`src/rtl/alu_pkg.sv`:
```
// Shared definitions for the 10-bit ALU and its sequencer: opcodes, control sub-ops,
// instruction field positions, sequencer states and flag bit indices.
package alu_pkg;

  localparam logic [2:0] OP_ADD   = 3'd0;
  localparam logic [2:0] OP_SUB   = 3'd1;
  localparam logic [2:0] OP_SHIFT = 3'd2;
  localparam logic [2:0] OP_AND   = 3'd3;
  localparam logic [2:0] OP_ORR   = 3'd4;
  localparam logic [2:0] OP_XOR   = 3'd5;
  localparam logic [2:0] OP_XNOR  = 3'd6;
  localparam logic [2:0] OP_CTL   = 3'd7;

  localparam logic [2:0] CTL_JMP  = 3'd0;
  localparam logic [2:0] CTL_JZ   = 3'd1;
  localparam logic [2:0] CTL_JN   = 3'd2;
  localparam logic [2:0] CTL_JP   = 3'd3;
  localparam logic [2:0] CTL_JV   = 3'd4;
  localparam logic [2:0] CTL_HALT = 3'd5;
  localparam logic [2:0] CTL_NOP0 = 3'd6;
  localparam logic [2:0] CTL_NOP1 = 3'd7;

  localparam int OP_HI   = 15;
  localparam int OP_LO   = 13;
  localparam int IMM_BIT = 12;
  localparam int SUB_HI  = 12;
  localparam int SUB_LO  = 10;
  localparam int RD_HI   = 11;
  localparam int RD_LO   = 10;
  localparam int RB_HI   = 9;
  localparam int RB_LO   = 8;
  localparam int RA_HI   = 7;
  localparam int RA_LO   = 6;
  localparam int IMM8_HI = 7;
  localparam int IMM8_LO = 0;

  localparam int FLAG_NEG  = 3;
  localparam int FLAG_POS  = 2;
  localparam int FLAG_ZERO = 1;
  localparam int FLAG_OVF  = 0;

  typedef enum logic [2:0] {
    ST_IDLE   = 3'd0,
    ST_FETCH  = 3'd1,
    ST_DECODE = 3'd2,
    ST_EXEC   = 3'd3,
    ST_HALT   = 3'd4
  } state_e;

  function automatic logic jump_taken(input logic [2:0] sub, input logic [3:0] flags);
    case (sub)
      CTL_JMP: jump_taken = 1'b1;
      CTL_JZ:  jump_taken = flags[FLAG_ZERO];
      CTL_JN:  jump_taken = flags[FLAG_NEG];
      CTL_JP:  jump_taken = flags[FLAG_POS];
      CTL_JV:  jump_taken = flags[FLAG_OVF];
      default: jump_taken = 1'b0;
    endcase
  endfunction

endpackage

```
`src/rtl/alu_regfile.sv`:
```
// Small register file: two combinational operand reads, one debug read,
// one synchronous write port, synchronous active-high clear.
module alu_regfile #(
  parameter int DATA_W = 10,
  parameter int NREGS  = 4,
  parameter int ADDR_W = $clog2(NREGS)
) (
  input  logic              i_clk,
  input  logic              i_rst,
  input  logic              i_we,
  input  logic [ADDR_W-1:0] i_waddr,
  input  logic [DATA_W-1:0] i_wdata,
  input  logic [ADDR_W-1:0] i_raddr0,
  output logic [DATA_W-1:0] o_rdata0,
  input  logic [ADDR_W-1:0] i_raddr1,
  output logic [DATA_W-1:0] o_rdata1,
  input  logic [ADDR_W-1:0] i_dbg_sel,
  output logic [DATA_W-1:0] o_dbg
);

  logic [DATA_W-1:0] regs_q [NREGS];

  // Storage: clear on reset, otherwise single write port.
  always_ff @(posedge i_clk) begin
    if (i_rst) begin
      for (int i = 0; i < NREGS; i++) begin
        regs_q[i] <= '0;
      end
    end else if (i_we) begin
      regs_q[i_waddr] <= i_wdata;
    end
  end

  assign o_rdata0 = regs_q[i_raddr0];
  assign o_rdata1 = regs_q[i_raddr1];
  assign o_dbg    = regs_q[i_dbg_sel];

endmodule

```
`src/rtl/alu_sequencer.sv`:
```
// Fetch/decode/execute control stage for the 10-bit ALU: three cycles per
// instruction, ALU writeback into a 4-entry regfile, flag-conditioned jumps and HALT.
module alu_sequencer
  import alu_pkg::*;
#(
  parameter int PC_W   = 8,
  parameter int DATA_W = 10,
  parameter int NREGS  = 4
) (
  input  logic              i_clk,
  input  logic              i_rst,
  input  logic              i_start,
  output logic [PC_W-1:0]   o_pc,
  input  logic [15:0]       i_instr,
  output logic [DATA_W-1:0] o_alu_arg0,
  output logic [DATA_W-1:0] o_alu_arg1,
  output logic [DATA_W-1:0] o_alu_data,
  output logic [2:0]        o_alu_oper,
  output logic              o_alu_imm,
  input  logic [DATA_W-1:0] i_alu_result,
  input  logic [3:0]        i_alu_flag,
  output logic [3:0]        o_flags,
  output logic              o_busy,
  output logic              o_halted,
  input  logic [1:0]        i_dbg_sel,
  output logic [DATA_W-1:0] o_dbg_reg
);

  state_e          state_q, state_d;
  logic [PC_W-1:0] pc_q, pc_d;
  logic [15:0]     ir_q, ir_d;
  logic [3:0]      flags_q, flags_d;
  logic            busy_q, halted_q;

  logic [2:0] op_s;
  logic [2:0] sub_s;
  logic       imm_s;
  logic [1:0] rd_s, rb_s, ra_s;
  logic [7:0] imm8_s;
  logic       we_s;
  logic [2:0] alu_oper_s;
  logic       alu_imm_s;

  assign op_s   = ir_q[OP_HI:OP_LO];
  assign sub_s  = ir_q[SUB_HI:SUB_LO];
  assign imm_s  = ir_q[IMM_BIT];
  assign rd_s   = ir_q[RD_HI:RD_LO];
  assign rb_s   = ir_q[RB_HI:RB_LO];
  assign ra_s   = ir_q[RA_HI:RA_LO];
  assign imm8_s = ir_q[IMM8_HI:IMM8_LO];

  alu_regfile #(
    .DATA_W (DATA_W),
    .NREGS  (NREGS)
  ) u_regfile (
    .i_clk    (i_clk),
    .i_rst    (i_rst),
    .i_we     (we_s),
    .i_waddr  (rd_s),
    .i_wdata  (i_alu_result),
    .i_raddr0 (ra_s),
    .o_rdata0 (o_alu_arg0),
    .i_raddr1 (rb_s),
    .o_rdata1 (o_alu_arg1),
    .i_dbg_sel(i_dbg_sel),
    .o_dbg    (o_dbg_reg)
  );

  // Next-state, PC/IR/flag update and ALU control decode.
  always_comb begin
    state_d    = state_q;
    pc_d       = pc_q;
    ir_d       = ir_q;
    flags_d    = flags_q;
    we_s       = 1'b0;
    alu_oper_s = OP_ADD;
    alu_imm_s  = 1'b0;
    case (state_q)
      ST_IDLE, ST_HALT: begin
        if (i_start) begin
          pc_d    = '0;
          state_d = ST_FETCH;
        end else begin
          state_d = state_q;
        end
      end
      ST_FETCH: state_d = ST_DECODE;
      ST_DECODE: begin
        ir_d    = i_instr;
        state_d = ST_EXEC;
      end
      ST_EXEC: begin
        state_d = ST_FETCH;
        pc_d    = pc_q + PC_W'(1);
        if (op_s != OP_CTL) begin
          we_s       = 1'b1;
          flags_d    = i_alu_flag;
          alu_oper_s = op_s;
          alu_imm_s  = imm_s;
        end else begin
          case (sub_s)
            CTL_HALT: begin
              pc_d    = pc_q;
              state_d = ST_HALT;
            end
            CTL_NOP0, CTL_NOP1: pc_d = pc_q + PC_W'(1);
            default: begin
              if (jump_taken(sub_s, flags_q)) begin
                pc_d = PC_W'(imm8_s);
              end else begin
                pc_d = pc_q + PC_W'(1);
              end
            end
          endcase
        end
      end
      default: state_d = ST_IDLE;
    endcase
  end

  // Control state registers; reset wins over any in-flight instruction.
  always_ff @(posedge i_clk) begin
    if (i_rst) begin
      state_q  <= ST_IDLE;
      pc_q     <= '0;
      ir_q     <= 16'h0000;
      flags_q  <= 4'b0000;
      busy_q   <= 1'b0;
      halted_q <= 1'b0;
    end else begin
      state_q  <= state_d;
      pc_q     <= pc_d;
      ir_q     <= ir_d;
      flags_q  <= flags_d;
      busy_q   <= (state_d == ST_FETCH) || (state_d == ST_DECODE) || (state_d == ST_EXEC);
      halted_q <= (state_d == ST_HALT);
    end
  end

  assign o_pc       = pc_q;
  assign o_alu_data = DATA_W'($signed(imm8_s));
  assign o_alu_oper = alu_oper_s;
  assign o_alu_imm  = alu_imm_s;
  assign o_flags    = flags_q;
  assign o_busy     = busy_q;
  assign o_halted   = halted_q;

endmodule

```
`config.mk`:
```
export PLATFORM = sky130hd
export DESIGN_NAME = alu_sequencer
export DESIGN_NICKNAME = d
export VERILOG_FILES = /design/src/rtl/alu_pkg.sv /design/src/rtl/alu_regfile.sv /design/src/rtl/alu_sequencer.sv
export SDC_FILE = /design/constraint.sdc
export NUM_CORES = 1
export LEC_CHECK = 0
export CORE_MARGIN = 8
export CORE_UTILIZATION = 40
export DETAILED_ROUTE_END_ITERATION = 10
export DONT_BUFFER_PORTS = 1
export GPL_ROUTABILITY_DRIVEN = 1
export PLACE_DENSITY = 0.54
export RECOVER_POWER = 25
export SLEW_MARGIN = 10
export SYNTH_ARGS = -nofsm -noshare
export SYNTH_HDL_FRONTEND = slang
export SYNTH_SLANG_ARGS = --single-unit
```
`constraint.sdc`:
```
create_clock -name i_clk -period 4.15 [get_ports i_clk]
set_clock_uncertainty 0.05 [all_clocks]
set_input_delay 0.6225 -clock i_clk [delete_from_list [all_inputs] [get_ports i_clk]]
set_output_delay 0.6225 -clock i_clk [all_outputs]
set_load 0.01 [all_outputs]
```
# After elaboration in Yosys (flattened, before gate mapping)
# Memory sizes are Yosys's and may differ from the RTL's. A register that Yosys moved wholly into a read port is not among the register bits.
# Cells that the tools add are included.
# op_classes
addsub	1
eq_ne	18
n_mux	31
reduce_logical	11
# op_table
operator	count
$pmux W8 S2	2
$mux W8	3
$eq A3 B2 Y1 const B	6
$eq A3 B3 Y1 const B	6
$mux W3	5
$mux W1	13
$pmux W3 S4	1
$mux W10	1
$mux W2	5
$reduce_or A10 Y1	1
$eq A3 B1 Y1 const B	3
$add A8 B1 Y8 const B	1
$logic_not A3 Y1	2
$ne A3 B3 Y1 const B	2
$pmux W1 S5	1
$reduce_or A2 Y1	2
$reduce_and A3 Y1	1
$reduce_or A3 Y1	1
$logic_or A1 B1 Y1	2
$ne A2 B2 Y1 const B	1
$reduce_and A2 Y1	1
$reduce_bool A2 Y1	1
# totals
ff_bits	33
ram_bits	40
inputBits	35
out_inout_bits	58
wordCells	68
memories	1
# memory_table
name	words	word_bits	rd	rd_ports_with_merged_regs	wr	line_no	source
u_regfile.regs_q	4	10	3	2	4	alu_regfile.sv:21	logic [DATA_W-1:0] regs_q [NREGS];

# Longest topological paths before layout
# logic_depth
word_depth	9
depth_mapped	7
depth_no_buf	5

# By module
# A second synthesis with hierarchy kept.
# unflattened
hier_cells	320
area_unflattened_um2	3824.9
# by_module_without_submodules
mod	instances	cells_each	area_per_inst_um2	seq_area_each_um2
alu_regfile	1	126	2280.9	1201.2
alu_sequencer	1	194	1544.0	660.6

# Worst setup path before layout
# No wires, ideal clock.
# synth_path
path_kind	input-to-output
startpoint	in i_dbg_sel[0]
endpoint	out o_dbg_reg[0]
t_arrival_ns	1.460
required_ns	3.477
slack_ns	2.017
stages	2
n_path_buf	1
path_cell_list	buf_2 > mux4_2
# synth_via
elab_chain_cells	1
# synth_rtl
element	line_no	source
start, declared	alu_sequencer.sv:25	input logic [1:0] i_dbg_sel,
$mem_v2 Z4 W10	--	
end, declared	alu_sequencer.sv:26	output logic [DATA_W-1:0] o_dbg_reg
# Every way passes these cells.

# Worst setup path in the final report
# layout_path
startpoint	reg ir_q[13]
endpoint	reg pc_q[4], in the netlist o_pc[4]
# layout_via
elab_chain_cells	3
word_cells_on_any_way	5
cone_classes	2 x eq/ne; 2 x mux; 1 x reduce/logical
# layout_rtl
element	line_no	source
start, declared	alu_sequencer.sv:31	logic [15:0] ir_q, ir_d;
start signal, assigned	alu_sequencer.sv:133	ir_q <= ir_d;
$ne A3 B3 Y1 (*)	alu_sequencer.sv:95	if (op_s != OP_CTL) begin
$ne A3 B3 Y1 (no line) or $mux W8 (tied branches)	--	
$reduce_and A3 Y1 (no line) or $pmux W8 S2 (tied branches)	--	
end signal, assigned	alu_sequencer.sv:132	pc_q <= pc_d;
end, declared	alu_sequencer.sv:30	logic [PC_W-1:0] pc_q, pc_d;
# Mark *: on every way between the ends. The rest lies on a longest branch, timed or not.
# A chain may end at the register's enable or synchronous reset.

==> impl_metrics.ini <==
[status]
status = finished, violations left
violations = capacitance limit, slew limit

[floorplan]
start_util = 0.4062
fp.dieArea_um2 = 13160
boundaryPins = 93
chipHeight_um = 114.7
rows = 36
die_w_um = 114.7
coreArea_um2 = 9594

[clock_tree]
cts_buffers = 9
cts_num_sinks = 77
clk_latency_ps = 350
cts_tree = built
clockBufferDepth = 2
clkTransAtPathRegs_ps = 80
htreeDepth = 3
root_buffer = clkbuf_8
cts_resized = 0
cts_setup_buffers = 0
ctsHoldBuffers = 0

[synth]
syn-num-nets = 358
yosysTopAreaCell = edfxtp_1
avgSynthCellArea_um2 = 12.10
synth_top_area_share = 0.3082
synth_cell_types = 44
syn_area_um2 = 3897
async_reset_ff_frac = 0
ys.flop_type = edfxtp_1
synth_area_leaders = edfxtp_1 31%, dfxtp_1 19%, mux4_2 17%, and2_1 6.9%, nand2_1 4.6%
postSynthCellCount = 322
yosysSeqAreaShare = 0.4982
ys_ff_latch = 77
ys_warn_count = 0
synth_edf_count = 40

[timing]
setup_viol_count_final = 0
rsz0062_at_grt = false
finalCriticalPeriod_ps = 3004
setup_slack_ps = 1146
slew_viol_final = 18
fmax_mhz = 332.9
period_share = 0.7237
fin_hold_ws_ps = 282.5
relSlewSlack = -0.2513
setup-tns-final_ps = 0
worst_pin_slew_ps = 1877
finalHoldViolations = 0

[drt]
vias = 2476
wl_mm = 9.399
vias_per_cell = 5.577
dr.pass1.iters = 4
wl_per_cell_um = 21.17
drtIter0Drc = 248
drc = 0
ant_nets = 0

[worst_setup_path]
worst-path-buf-inv = 0
cp.required_ps = 4340
slowest_stage = a221oi_1
r2r_setup_slack_ps = 1150
cp-start-kind = register
critical_path.top_delay_family = compound AO/OA/AOI/OAI gates
crit_arrival_ps = 3190
cp_max_fo = 17
path_cells = nand3_1, o21bai_4, a221oi_1, o31ai_1, a221o_1
end_kind = register
cpPeakStageDelay_ps = 1410
critPathKind = reg2reg

[layout]
multi_input_area_um2 = 1764
fin_area_um2 = 4136
syn_to_final_growth_pct = 6.132
diodes = 0
instances_no_fill = 444
fillers = 929
layout.nets = 342
register_area_um2 = 1942
utilization = 0.4311
drive_above_1_share = 0.1833

[grt]
grt_overflow = 0
track_usage = 0.1469
grt_pass1_vias = 2408
grt_first_pass_wirelength_mm = 14.23
antenna_found_initial = 0
grt_max_degree = 39

[placed_design]
io_buffers = 0
post_dp_cell_area_um2 = 3916
gp_congestion = 0.7727
dp.cells = 428
hpwlAfterDp_mm = 6.672
post-place-ws_ps = 1625

[power_and_ir_drop]
leakage_nw = 1.395
ir_worst_vdd_v = 0.0001850
power_density_nw_per_um2 = 428.8
power_mw = 1.774

[job]
maxCapViolations = 1

[worst_hold_path]
hold_class = in2reg
-- flip-flops by register name, indices dropped and copies added, names as in the netlist, named ones only --
signal and cells:
u_regfile.regs_q 40, o_halted 1, o_busy 1, state_q 3, ir_q 16, o_pc 8, o_flags 4
-- area by class of cell --
cell class,instances,share of cell area
Multi-Input combinational cell,213,0.4265
Timing Repair Buffer,2,0.002722
Clock inverter,5,0.01906
Inverter,3,0.002722
Clock buffer,11,0.03932
Sequential cell,77,0.4694
Tap cell,133,0.04023
-- final timing paths --
| check | from | end | cells past startpoint |
|---|---|---|---|
| max | ir_q[13] | o_pc[4] | 5 |
| max reg2reg | ir_q[13] | o_pc[4] | 5 |
| min | i_rst | ir_q[0] | 1 |
| min reg2reg | ir_q[8] | register | 2 |
-- cells by family after synthesis --
logic type / after synthesis / synth area share
AND/OR/NAND/NOR: 130 / 0.1811
flip-flops: 77 / 0.4982
XOR/XNOR: 2 / 0.004495
adder cells (fa/ha/maj): 1 / 0.003210
buffers and inverters: 32 / 0.04462
AO/OA/AOI/OAI: 48 / 0.08989
multiplexers: 32 / 0.1785
-- report_power, final --
part / internal [mW] / switching (mW) / total [mW]
sequential: 0.843 / 0.0614 / 0.904
combinational: 0.0907 / 0.106 / 0.197
clock: 0.391 / 0.282 / 0.673
total: 1.32 / 0.449 / 1.77
-- routing by layer --
layer / vias up / GRT usage / part of all wire
met4: 0 / 0.08844 / 0.029
met3: 18 / 0.05169 / 0.087
met1: 1212 / 0.1864 / 0.43
met2: 93 / 0.2113 / 0.46
met5: - / 0 / 0
li1: 1153 / - / -
-- layout by cell type (no fill, tap or decap), types with 2 or more instances in the layout --
cell	Yosys	routed
nand2_1	48	48
inv_1	3	3
nor4_1	2	2
a221o_1	3	3
a211o_1	2	2
clkbuf_8	0	10
a21oi_1	25	25
mux2i_1	2	2
nor2b_1	2	2
dfxtp_1	37	37
mux4_2	30	30
or3_1	2	2
and2_1	43	43
nand2b_1	2	2
nand3_1	6	6
o21ai_0	2	2
nor3_1	3	3
nor3_2	2	2
o31ai_1	5	5
nor4b_1	3	3
nand2b_2	2	2
and3_1	6	6
a32oi_1	2	2
nor2_1	5	5
o21bai_1	2	2
bufinv_16	0	2
edfxtp_1	40	40
-- synthesized netlist by cell type, types with 3 or more instances --
library cell and count:
and3_1 6, nor3_1 3, inv_1 3, o31ai_1 5
nand3_1 6, nor4b_1 3, nor2_1 5, nand2_1 48
a221o_1 3, clkbuf_1 7, buf_4 10, buf_2 7
mux4_2 30, dfxtp_1 37, a21oi_1 25, edfxtp_1 40
buf_1 4, and2_1 43
Power figures use the tool's default switching activity.
